$ cat src/rtl/i2s_transmitter.sv
// I2S playback: reads 16-bit mono samples from SRAM and sends each on left and right; BCLK/DACLRC from codec.
// Updates on BCLK falling edge; bit 15 goes out on the edge that detects the LRC edge; no backpressure, the codec paces it.
module i2s_transmitter #(
   parameter int DATA_W = 16,
   parameter int ADDR_W = 20
) (
   input  logic              i_BCLK,
   input  logic              i_rst,
   input  logic              i_start,
   input  logic              i_pause,
   input  logic              i_stop,
   input  logic              i_DACLRC,
   input  logic [ADDR_W-1:0] i_start_addr,
   input  logic [ADDR_W-1:0] i_end_addr,
   input  logic [DATA_W-1:0] i_sram_data,
   output logic [ADDR_W-1:0] o_sram_addr,
   output logic              o_sram_we,
   output logic              o_sram_ce,
   output logic              o_sram_oe,
   output logic              o_sram_lb,
   output logic              o_sram_ub,
   output logic              o_DACDAT,
   output logic              o_playing,
   output logic              o_done
);

   localparam int CNT_W = $clog2(DATA_W) + 1;
   localparam int IDX_W = $clog2(DATA_W);
   localparam logic [CNT_W-1:0] CNT_END = CNT_W'(DATA_W);
   localparam logic [IDX_W-1:0] IDX_MAX = IDX_W'(DATA_W - 1);

   typedef enum logic [2:0] {IDLE, SYNC, SEND_L, WAIT_R, SEND_R, ADVANCE, PAUSED} state_t;

   state_t            state;
   logic [CNT_W-1:0]  cnt;
   logic [DATA_W-1:0] shift;
   logic              lrc_prev;
   logic              pause_pend;
   logic              run;
   logic              fall;
   logic              rise;
   logic              last_bit;
   logic [IDX_W-1:0]  bit_idx;
   logic [ADDR_W-1:0] addr_nxt;

   assign fall     = lrc_prev & ~i_DACLRC;
   assign rise     = ~lrc_prev & i_DACLRC;
   assign last_bit = (cnt == CNT_END);
   assign bit_idx  = IDX_MAX - cnt[IDX_W-1:0];
   assign addr_nxt = o_sram_addr + 1'b1;

   // run is high exactly in the reading states, so SRAM enables and status share it
   assign o_playing = run;
   assign o_sram_we = 1'b1;
   assign o_sram_ce = ~run;
   assign o_sram_oe = ~run;
   assign o_sram_lb = ~run;
   assign o_sram_ub = ~run;

   always_ff @(negedge i_BCLK or posedge i_rst) begin
      if (i_rst) begin
         state       <= IDLE;
         cnt         <= '0;
         shift       <= '0;
         lrc_prev    <= 1'b1;
         pause_pend  <= 1'b0;
         run         <= 1'b0;
         o_sram_addr <= '0;
         o_DACDAT    <= 1'b0;
         o_done      <= 1'b0;
      end else begin
         lrc_prev <= i_DACLRC;
         o_done   <= 1'b0;
         if (i_stop) begin
            state      <= IDLE;
            cnt        <= '0;
            pause_pend <= 1'b0;
            run        <= 1'b0;
            o_DACDAT   <= 1'b0;
         end else begin
            if (i_pause && run)
               pause_pend <= 1'b1;
            case (state)
               IDLE: begin
                  o_DACDAT <= 1'b0;
                  if (i_start) begin
                     o_sram_addr <= i_start_addr;
                     if (i_start_addr == i_end_addr) begin
                        o_done <= 1'b1;
                     end else begin
                        state <= SYNC;
                        run   <= 1'b1;
                     end
                  end
               end
               SYNC: begin
                  if (fall) begin
                     shift    <= i_sram_data;
                     o_DACDAT <= i_sram_data[DATA_W-1];
                     cnt      <= CNT_W'(1);
                     state    <= SEND_L;
                  end else begin
                     o_DACDAT <= 1'b0;
                  end
               end
               SEND_L: begin
                  if (rise) begin
                     // codec restarted the frame early: replay this sample
                     o_DACDAT <= 1'b0;
                     state    <= SYNC;
                  end else if (last_bit) begin
                     o_DACDAT <= 1'b0;
                     state    <= WAIT_R;
                  end else begin
                     o_DACDAT <= shift[bit_idx];
                     cnt      <= cnt + 1'b1;
                  end
               end
               WAIT_R: begin
                  if (fall) begin
                     o_DACDAT <= 1'b0;
                     state    <= SYNC;
                  end else if (rise) begin
                     o_DACDAT <= shift[DATA_W-1];
                     cnt      <= CNT_W'(1);
                     state    <= SEND_R;
                  end else begin
                     o_DACDAT <= 1'b0;
                  end
               end
               SEND_R: begin
                  if (fall) begin
                     o_DACDAT <= 1'b0;
                     state    <= SYNC;
                  end else if (last_bit) begin
                     o_DACDAT <= 1'b0;
                     state    <= ADVANCE;
                  end else begin
                     o_DACDAT <= shift[bit_idx];
                     cnt      <= cnt + 1'b1;
                  end
               end
               ADVANCE: begin
                  o_DACDAT    <= 1'b0;
                  o_sram_addr <= addr_nxt;
                  if (addr_nxt == i_end_addr) begin
                     o_done     <= 1'b1;
                     pause_pend <= 1'b0;
                     run        <= 1'b0;
                     state      <= IDLE;
                  end else if (pause_pend) begin
                     run   <= 1'b0;
                     state <= PAUSED;
                  end else begin
                     state <= SYNC;
                  end
               end
               PAUSED: begin
                  o_DACDAT <= 1'b0;
                  if (i_pause) begin
                     pause_pend <= 1'b0;
                     run        <= 1'b1;
                     state      <= SYNC;
                  end
               end
               default: begin
                  o_DACDAT <= 1'b0;
                  run      <= 1'b0;
                  state    <= IDLE;
               end
            endcase
         end
      end
   end

endmodule

$ cat config.mk
export PLATFORM = sky130hd
export DESIGN_NAME = i2s_transmitter
export DESIGN_NICKNAME = d
export VERILOG_FILES = /design/src/rtl/i2s_transmitter.sv
export SDC_FILE = /design/constraint.sdc
export NUM_CORES = 1
export LEC_CHECK = 0
export BUFFER_PORTS_ARGS = -buffer_cell sky130_fd_sc_hd__buf_2
export CAP_MARGIN = 20
export CORE_ASPECT_RATIO = 1.5
export CORE_MARGIN = 2
export CORE_UTILIZATION = 51
export CTS_BUF_LIST = sky130_fd_sc_hd__clkbuf_2
export CTS_CLUSTER_SIZE = 12
export DETAILED_ROUTE_END_ITERATION = 10
export PLACE_DENSITY = 0.76
export SYNTH_ARGS = -nofsm -noshare
export SYNTH_HDL_FRONTEND = slang
export SYNTH_SLANG_ARGS = --single-unit
$ cat constraint.sdc
create_clock -name i_BCLK -period 2.6 [get_ports i_BCLK]
set_clock_uncertainty 0.15 [all_clocks]
set_input_delay 0.13 -clock i_BCLK [delete_from_list [all_inputs] [get_ports i_BCLK]]
set_output_delay 0.13 -clock i_BCLK [all_outputs]
set_load 0.01 [all_outputs]
Yosys cells after proc, flatten, opt, wreduce, memory -nomap -nowiden
Cells that the tools add are included.
Widths: inputs -> output; s select.
{ "classes": {"addsub": 3, "magnitude_cmp": 1, "n_eq_ne": 23, "mux": 51, "bitwise_logic": 6, "n_reduce_logical": 10} }
{ "ops": {"columns": ["op", "count"], "rows": [
  ["$eq 20x20->1", 2],
  ["$pmux 20 s2", 1],
  ["$mux 3", 13],
  ["$mux 5", 7],
  ["$ne 3x3->1 const B", 8],
  ["$mux 1", 22],
  ["$pmux 3 s7", 1],
  ["$add 20x1->20 const B", 1],
  ["$mux 20", 1],
  ["$pmux 5 s4", 1],
  ["$ne 4x4->1 const B", 4],
  ["$eq 3x3->1 const B", 3],
  ["$pmux 1 s4", 2],
  ["$reduce_and 7->1", 1],
  ["$eq 3x2->1 const B", 2],
  ["$reduce_and 3->1", 2],
  ["$reduce_and 6->1", 1],
  ["$add 5x1->5 const B", 1],
  ["$eq 5x5->1 const B", 1],
  ["$lt 4x5->1 const B", 1],
  ["$reduce_and 5->1", 1],
  ["$reduce_bool 5->1", 1],
  ["$bmux 1 s4", 1],
  ["$not 1->1", 4],
  ["10 further kinds", 12]
]} }
{ "word_totals": {"regBits": 49, "input_bits": 62, "out_inout_bits": 28, "wordCells": 103} }

Longest topological paths before layout
Gate-level depths: netlist of run 1.
{ "depth": {"depth_word": 7, "ltp_mapped": 10, "mapped_depth_nobuf": 9} }

==> results of run 1 <==
-- sequential cells by signal, summed over array words and instances (netlist names) --
name,flops
lrc_prev,1
shift,16
o_DACDAT,1
o_done,1
pause_pend,1
o_sram_addr,20
state,3
cnt,5
o_playing,1
-- final cells by class --
cell class / count / area (sq um)
Multi-Input combinational cell: 341 / 2720
Inverter: 10 / 41.3
Sequential cell: 49 / 1230
Tap cell: 100 / 125
Clock inverter: 4 / 23.8
Clock buffer: 5 / 25.0
Fill cell: 362 / 1060
Timing Repair Buffer: 264 / 2050
-- metrics by stage --
step           hold WS (ns)  setup TNS (ns)  util, %  setup slack [ns]
6_report              0.309          -20.96     85.4            -0.924
5_1_grt               0.325          -23.51     85.4             -1.04
4_1_cts               0.311          -12.43     82.6            -0.639
3_5_place_dp          0.304          -33.99     73.1             -1.48
3_3_place_gp          0.296          -31.26     73.1             -1.35
2_1_floorplan         0.286          -12.31        -            -0.710
-- worst min path at each step --
stage                           from                     to  slack, ns  cells after the start
6_report        shift[0]$_DFFE_NP0P_   shift[0]$_DFFE_NP0P_       0.31                      1
5_1_grt        shift[13]$_DFFE_NP0P_  shift[13]$_DFFE_NP0P_       0.33                      1
4_1_cts        shift[13]$_DFFE_NP0P_  shift[13]$_DFFE_NP0P_       0.31                      1
3_5_place_dp    shift[8]$_DFFE_NP0P_   shift[8]$_DFFE_NP0P_       0.30                      1
3_3_place_gp   shift[13]$_DFFE_NP0P_  shift[13]$_DFFE_NP0P_       0.30                      1
2_1_floorplan  shift[13]$_DFFE_NP0P_  shift[13]$_DFFE_NP0P_       0.29                      1
-- layer usage --
layer	part of all wire (%)	vias up	track usage, %
met5	0	-	0
li1	-	2052	-
met4	10	0	25.7
met2	48	407	59.9
met1	31	2311	35.7
met3	11	186	6.30
-- cells in the mapped netlist, types with 4 or more instances --
library cell	number	share of area, %
nor2_1	29	2.8
clkbuf_8	6	2.1
a21oi_1	34	4.4
nand3_1	18	2.3
xnor2_1	14	3.2
clkbuf_1	12	1.2
nand2_1	33	3.2
xor2_1	32	7.3
a22oi_1	4	0.78
a31oi_1	5	0.81
nor3_1	16	2.1
nor4_1	9	1.5
or2_2	4	0.65
buf_4	6	1.2
nand2b_1	6	0.97
inv_1	11	1.1
o22ai_1	8	1.3
o21ai_0	28	3.6
nand4_1	7	1.1
mux2_2	15	4.4
mux4_2	5	2.9
and3_1	4	0.65
dfrtn_1	48	31
-- critical path: cells and delay by family, from the launching register on --
kind	cells	cell delay [ns]
buffers and inverters	3	0.59
AOI/OAI and AO/OA	2	0.25
and+or+nand+nor	5	1.63
DFF	1	0.70
-- power by group through the flow --
stage | registers [mW] | logic [mW] | clock network, mW
global placement | 1.33 | 2.70 | 0.00481
finish | 1.38 | 4.15 | 0.382
detailed placement | 1.35 | 2.76 | 0.00481
global route | 1.40 | 4.29 | 0.414
CTS | 1.32 | 3.66 | 0.367
floorplan | 1.43 | 1.60 | 0.00481
-- cells by family (layout without fill, tap and decap cells) --
group | after synthesis | after routing | synth area share (%)
and+or+nand+nor | 155 | 155 | 22.4
AOI/OAI and AO/OA | 110 | 110 | 18.2
DFF | 49 | 49 | 31.9
xor gates and xnor gates | 48 | 48 | 11.3
buffers and inverters | 41 | 283 | 6.82
muxes | 24 | 24 | 8.38
adders and majority gates | 3 | 3 | 0.974
other | 1 | 1 | 0.0973
-- timing repair --
action,4_1_cts,5_1_grt
cloned,0,0
hold buffers,0,0
buffers inserted,42,17
setup endpoints to repair,47,49
pin swaps,23,17
gates resized for setup,65,33
==> metrics, run 1 <==
outcome=finished with violations; failing checks=negative setup slack; leakage power=2.80 nW; dpl cell area=5320 sq um; Power Density=950 nW/um^2; post-route setup slack=-0.924 ns; Combinational Power Share=70.2%; Routability Congestion=0.984; worst r2r path cells=10; die area=8280 sq um; mean post-synth cell area=8.94 sq um; CTS buffer count=5; CP peak stage delay=0.70 ns; first-pass GRT wire length=22,400 um; Syn Std Cell Area=3850 sq um; R2R Path End=state[2]$_DFFE_NP0P_; Slew Limit Fails=0; grt ovf=0; Tightest Pin Transition=0.692 ns; largest net degree at the start of global routing=34; clk slew on worst S/H paths=0.25 ns; register area share after synthesis=31.9%; DR WL/cell=23.1 um; overall power=5.90 mW; height of the chip=110 um; Mapped Cells=431; Vias=4,956; commonest non-fill, non-tap cell in the layout=buf_4; final hold viol count=0; flop2flop setup slack=-0.92 ns; Critical Path Start Type=register; Max Buffers Root-to-Sink=2; Clock Power Share=6.5%; CP startpoint=o_sram_addr[7]$_DFFE_NP0P_; drt initial violations=727; crit path cell chain=nand4_2 > buf_4 > buf_4 > nor3_1 > a21oi_1 > nand4b_1 > buf_4 > nor3b_1 > and4_4 > o22ai_1; number of library cell types mapped by synthesis=74; R2R Path Start=o_sram_addr[7]$_DFFE_NP0P_; Max IR drop VDD=0.590 mV; crit path kind=register to register; end of the critical path=state[2]$_DFFE_NP0P_; initial antenna violation count=0; Crit-path slowest cell=dfrtn_1; worst min path class=register to register; Layout Area Growth over Synthesis=61.3%; # IOs=90; Yosys warnings=0; sequential power share=23.3%; vias per cell=6.41; Sw Pwr=2.62 mW; Max Cap Violations=0; arrival time worst endpoint=4.95 ns; Final ANT Viol Nets=0; commonest non-fill, non-tap cells in the layout=buf_4, buf_2, dfrtn_1, buf_6, nand2_1; # diodes=0; crit end category=register; Initial Utilization=53.0%; min Tclk post-route=3.52 ns; std cell rows=38; root buf cell=clkbuf_2; 1st-pass router iterations=8; post-synthesis async set-or-reset flop share=100%; #FFs+latches synth=49; Post-Layout Cell Count=773; Top FF cell, synth=dfrtn_1; Core Area=7270 sq um; # nets final=737; Post-route DRC=0; Max Clock Freq=0.284 GHz; Cell Int Power=3.28 mW; CTS tree=built; clk_lat worst skew=0.50 ns; vias in the first global route=4,872; critical path peak fanout=3; EDFF count, synth=0; fin crit share=136%; Final Cell Area=6210 sq um; most frequent CP cell=buf_4; setup violators final=50; H-tree levels=2; HPWL after DPL=9620 um; Sw Ratio=44.4%; layout cells sized above 1=53.0%; Inst Count DP=716; worst path required time=4.03 ns; DIE WIDTH=75.0 um; Slew headroom=53.6%; buffers added on ports=88; final wirelength=17,800 um; unrepaired setup endpoints after global routing=yes; gr usage total=34.9%; clock sink count=49; syn_nets=496
Note: power is estimated with default switching activity, not from simulation.
==> run 2, diff against run 1 <==
Settings changed: PLACE_DENSITY 0.76 to 0.79.
==> metrics, run 2 (synthesized netlist as in run 1, its figures left out) <==
outcome=finished with violations; failing checks=negative setup slack; clock sink count=49 (unchanged); die area=8280 sq um (unchanged); CTS tree=built; Max Cap Violations=0 (unchanged); height of the chip=110 um (unchanged); Post-Route Utilization=85.6% (+0.21 points); largest net degree at the start of global routing=34 (unchanged); gr usage total=39.1% (+4.2 points); unrepaired setup endpoints after global routing=yes; sequential power share=22.8% (-0.5 points); critical path peak fanout=4 (+1); Sw Pwr=2.63 mW (+0.48%); Crit-path slowest cell=a2111o_1; commonest non-fill, non-tap cells in the layout=buf_4, buf_2, dfrtn_1, buf_6; overall power=5.99 mW (+1.5%); max reg flops=20 (unchanged); Clock Power Share=6.9% (+0.4 points); arrival time worst endpoint=2.18 ns (-2.77 ns); sum of negative setup slack=-17.32 ns (+3.63 ns); Min Hold Slack=0.310 ns (+0.00149 ns); Vias=4,978 (+0.44%); final wirelength=17,800 um (-0.36%); root buf cell=clkbuf_2; Max Buffers Root-to-Sink=2 (unchanged); worst min path class=register to register; worst path required time=1.46 ns (-2.57 ns); clk slew on worst S/H paths=0.20 ns (-0.05 ns); first-pass GRT wire length=24,800 um (+11%); dpl cell area=5310 sq um (-0.14%); Critical Path Start Type=input port; 1st-pass router iterations=6 (-2); post-route setup slack=-0.718 ns (+0.206 ns); crit path buf inv count=1 (-2); HPWL after DPL=9990 um (+3.9%); Max IR drop VDD=0.637 mV (+7.9%); drt initial violations=655 (-9.9%); leakage power=2.83 nW (+1.0%); DIE WIDTH=75.0 um (unchanged); setup violators final=48 (-4.0%); family with the most delay on the worst path=compound AO/OA/AOI/OAI gates; grt ovf=0 (unchanged); Sw Ratio=44.0% (-0.43 points); CP peak stage delay=0.42 ns (-0.28 ns); Power Density=962 nW/um^2 (+1.2%); crit end category=register; Hold Buf Count CTS=0 (unchanged); std cell rows=38 (unchanged); crit path kind=input port to register; vias in the first global route=5,021 (+3.1%); buffers added on ports=88 (unchanged); clk_lat worst skew=0.51 ns (about the same); Largest Register=o_sram_addr; # IOs=90 (unchanged); initial antenna violation count=0 (unchanged); Slew Limit Fails=0 (unchanged); Largest regs=o_sram_addr: 20 flops, shift: 16 flops, cnt: 5 flops; Post-route DRC=0 (unchanged); vias per cell=6.41 (about the same); Layout Area Growth over Synthesis=61.7%; layout cells sized above 1=52.8% (-0.24 points); DR WL/cell=22.9 um (-0.74%); Initial Utilization=53.0% (unchanged); commonest non-fill, non-tap cell in the layout=buf_4; Final Cell Area=6230 sq um (+0.24%); Cell Int Power=3.36 mW (+2.2%); CTS buffer count=5 (unchanged); final hold viol count=0 (unchanged); H-tree levels=2 (unchanged); Routability Congestion=0.959 (-2.6%); Combinational Power Share=70.3% (about the same); Final ANT Viol Nets=0 (unchanged); # diodes=0 (unchanged); # nets final=740 (+0.41%); Core Area=7270 sq um (unchanged); crit path cell chain=buf_6 > xor2_4 > xor2_2 > a21oi_1 > nand2b_1 > a2111o_1 > or4_1 > a31o_1
run 2: layout make-up:
class	count	area (sq um)
Inverter	10	41.3
Clock inverter	4	32.5
Fill cell	375	1050
Tap cell	100	125
Timing Repair Buffer	267	2070
Sequential cell	49	1230
Multi-Input combinational cell	341	2700
Clock buffer	5	25.0
run 2: metal layers:
metal / global-route usage [%] / wire [um]
met2: 63.5 / 8540
met5: 0 / 0
met3: 12.9 / 1860
met1: 41.1 / 5640
met4: 26.3 / 1720
run 2: power by group through the flow:
| stage | logic, mW | clock network [mW] | registers (mW) |
|---|---|---|---|
| 2_1_floorplan | 1.60 | 0.00481 | 1.43 |
| 3_3_place_gp | 2.75 | 0.00481 | 1.34 |
| 3_5_place_dp | 2.82 | 0.00481 | 1.36 |
| 4_1_cts | 3.68 | 0.400 | 1.33 |
| 5_1_grt | 4.38 | 0.434 | 1.38 |
| 6_report | 4.21 | 0.412 | 1.37 |
run 2: stage by stage:
stage	setup WS [ns]	cells
5_1_grt	-0.892	776
6_report	-0.718	776
2_1_floorplan	-0.710	431
4_1_cts	-0.631	768
3_5_place_dp	-1.46	720
3_3_place_gp	-1.39	720
run 2: final timing paths:
| kind | from | endpoint | slack, ns | cells after the start |
|---|---|---|---|---|
| hold / removal | shift[13]$_DFFE_NP0P_ | shift[13]$_DFFE_NP0P_ | 0.31 | 1 |
| hold reg to reg | shift[13]$_DFFE_NP0P_ | shift[13]$_DFFE_NP0P_ | 0.31 | 1 |
| min in group asynchronous | i_rst | cnt[4]$_DFFE_NP0P_ | 0.67 | 2 |
| setup reg to reg | o_sram_addr[0]$_DFFE_NP0P_ | state[0]$_DFFE_NP0P_ | -0.69 | 8 |
| max in group asynchronous | i_rst | state[0]$_DFFE_NP0P_ | 1.10 | 3 |
| setup / recovery | i_end_addr[11] | state[0]$_DFFE_NP0P_ | -0.72 | 8 |
run 2: what timing repair did:
| action | CTS | global route |
|---|---|---|
| pin swaps | 19 | 18 |
| hold endpoints to repair | 0 | 0 |
| gates cloned | 0 | 0 |
| buffers inserted | 40 | 11 |
| resized for setup | 64 | 28 |
| endpoints found under the setup margin | 47 | 50 |
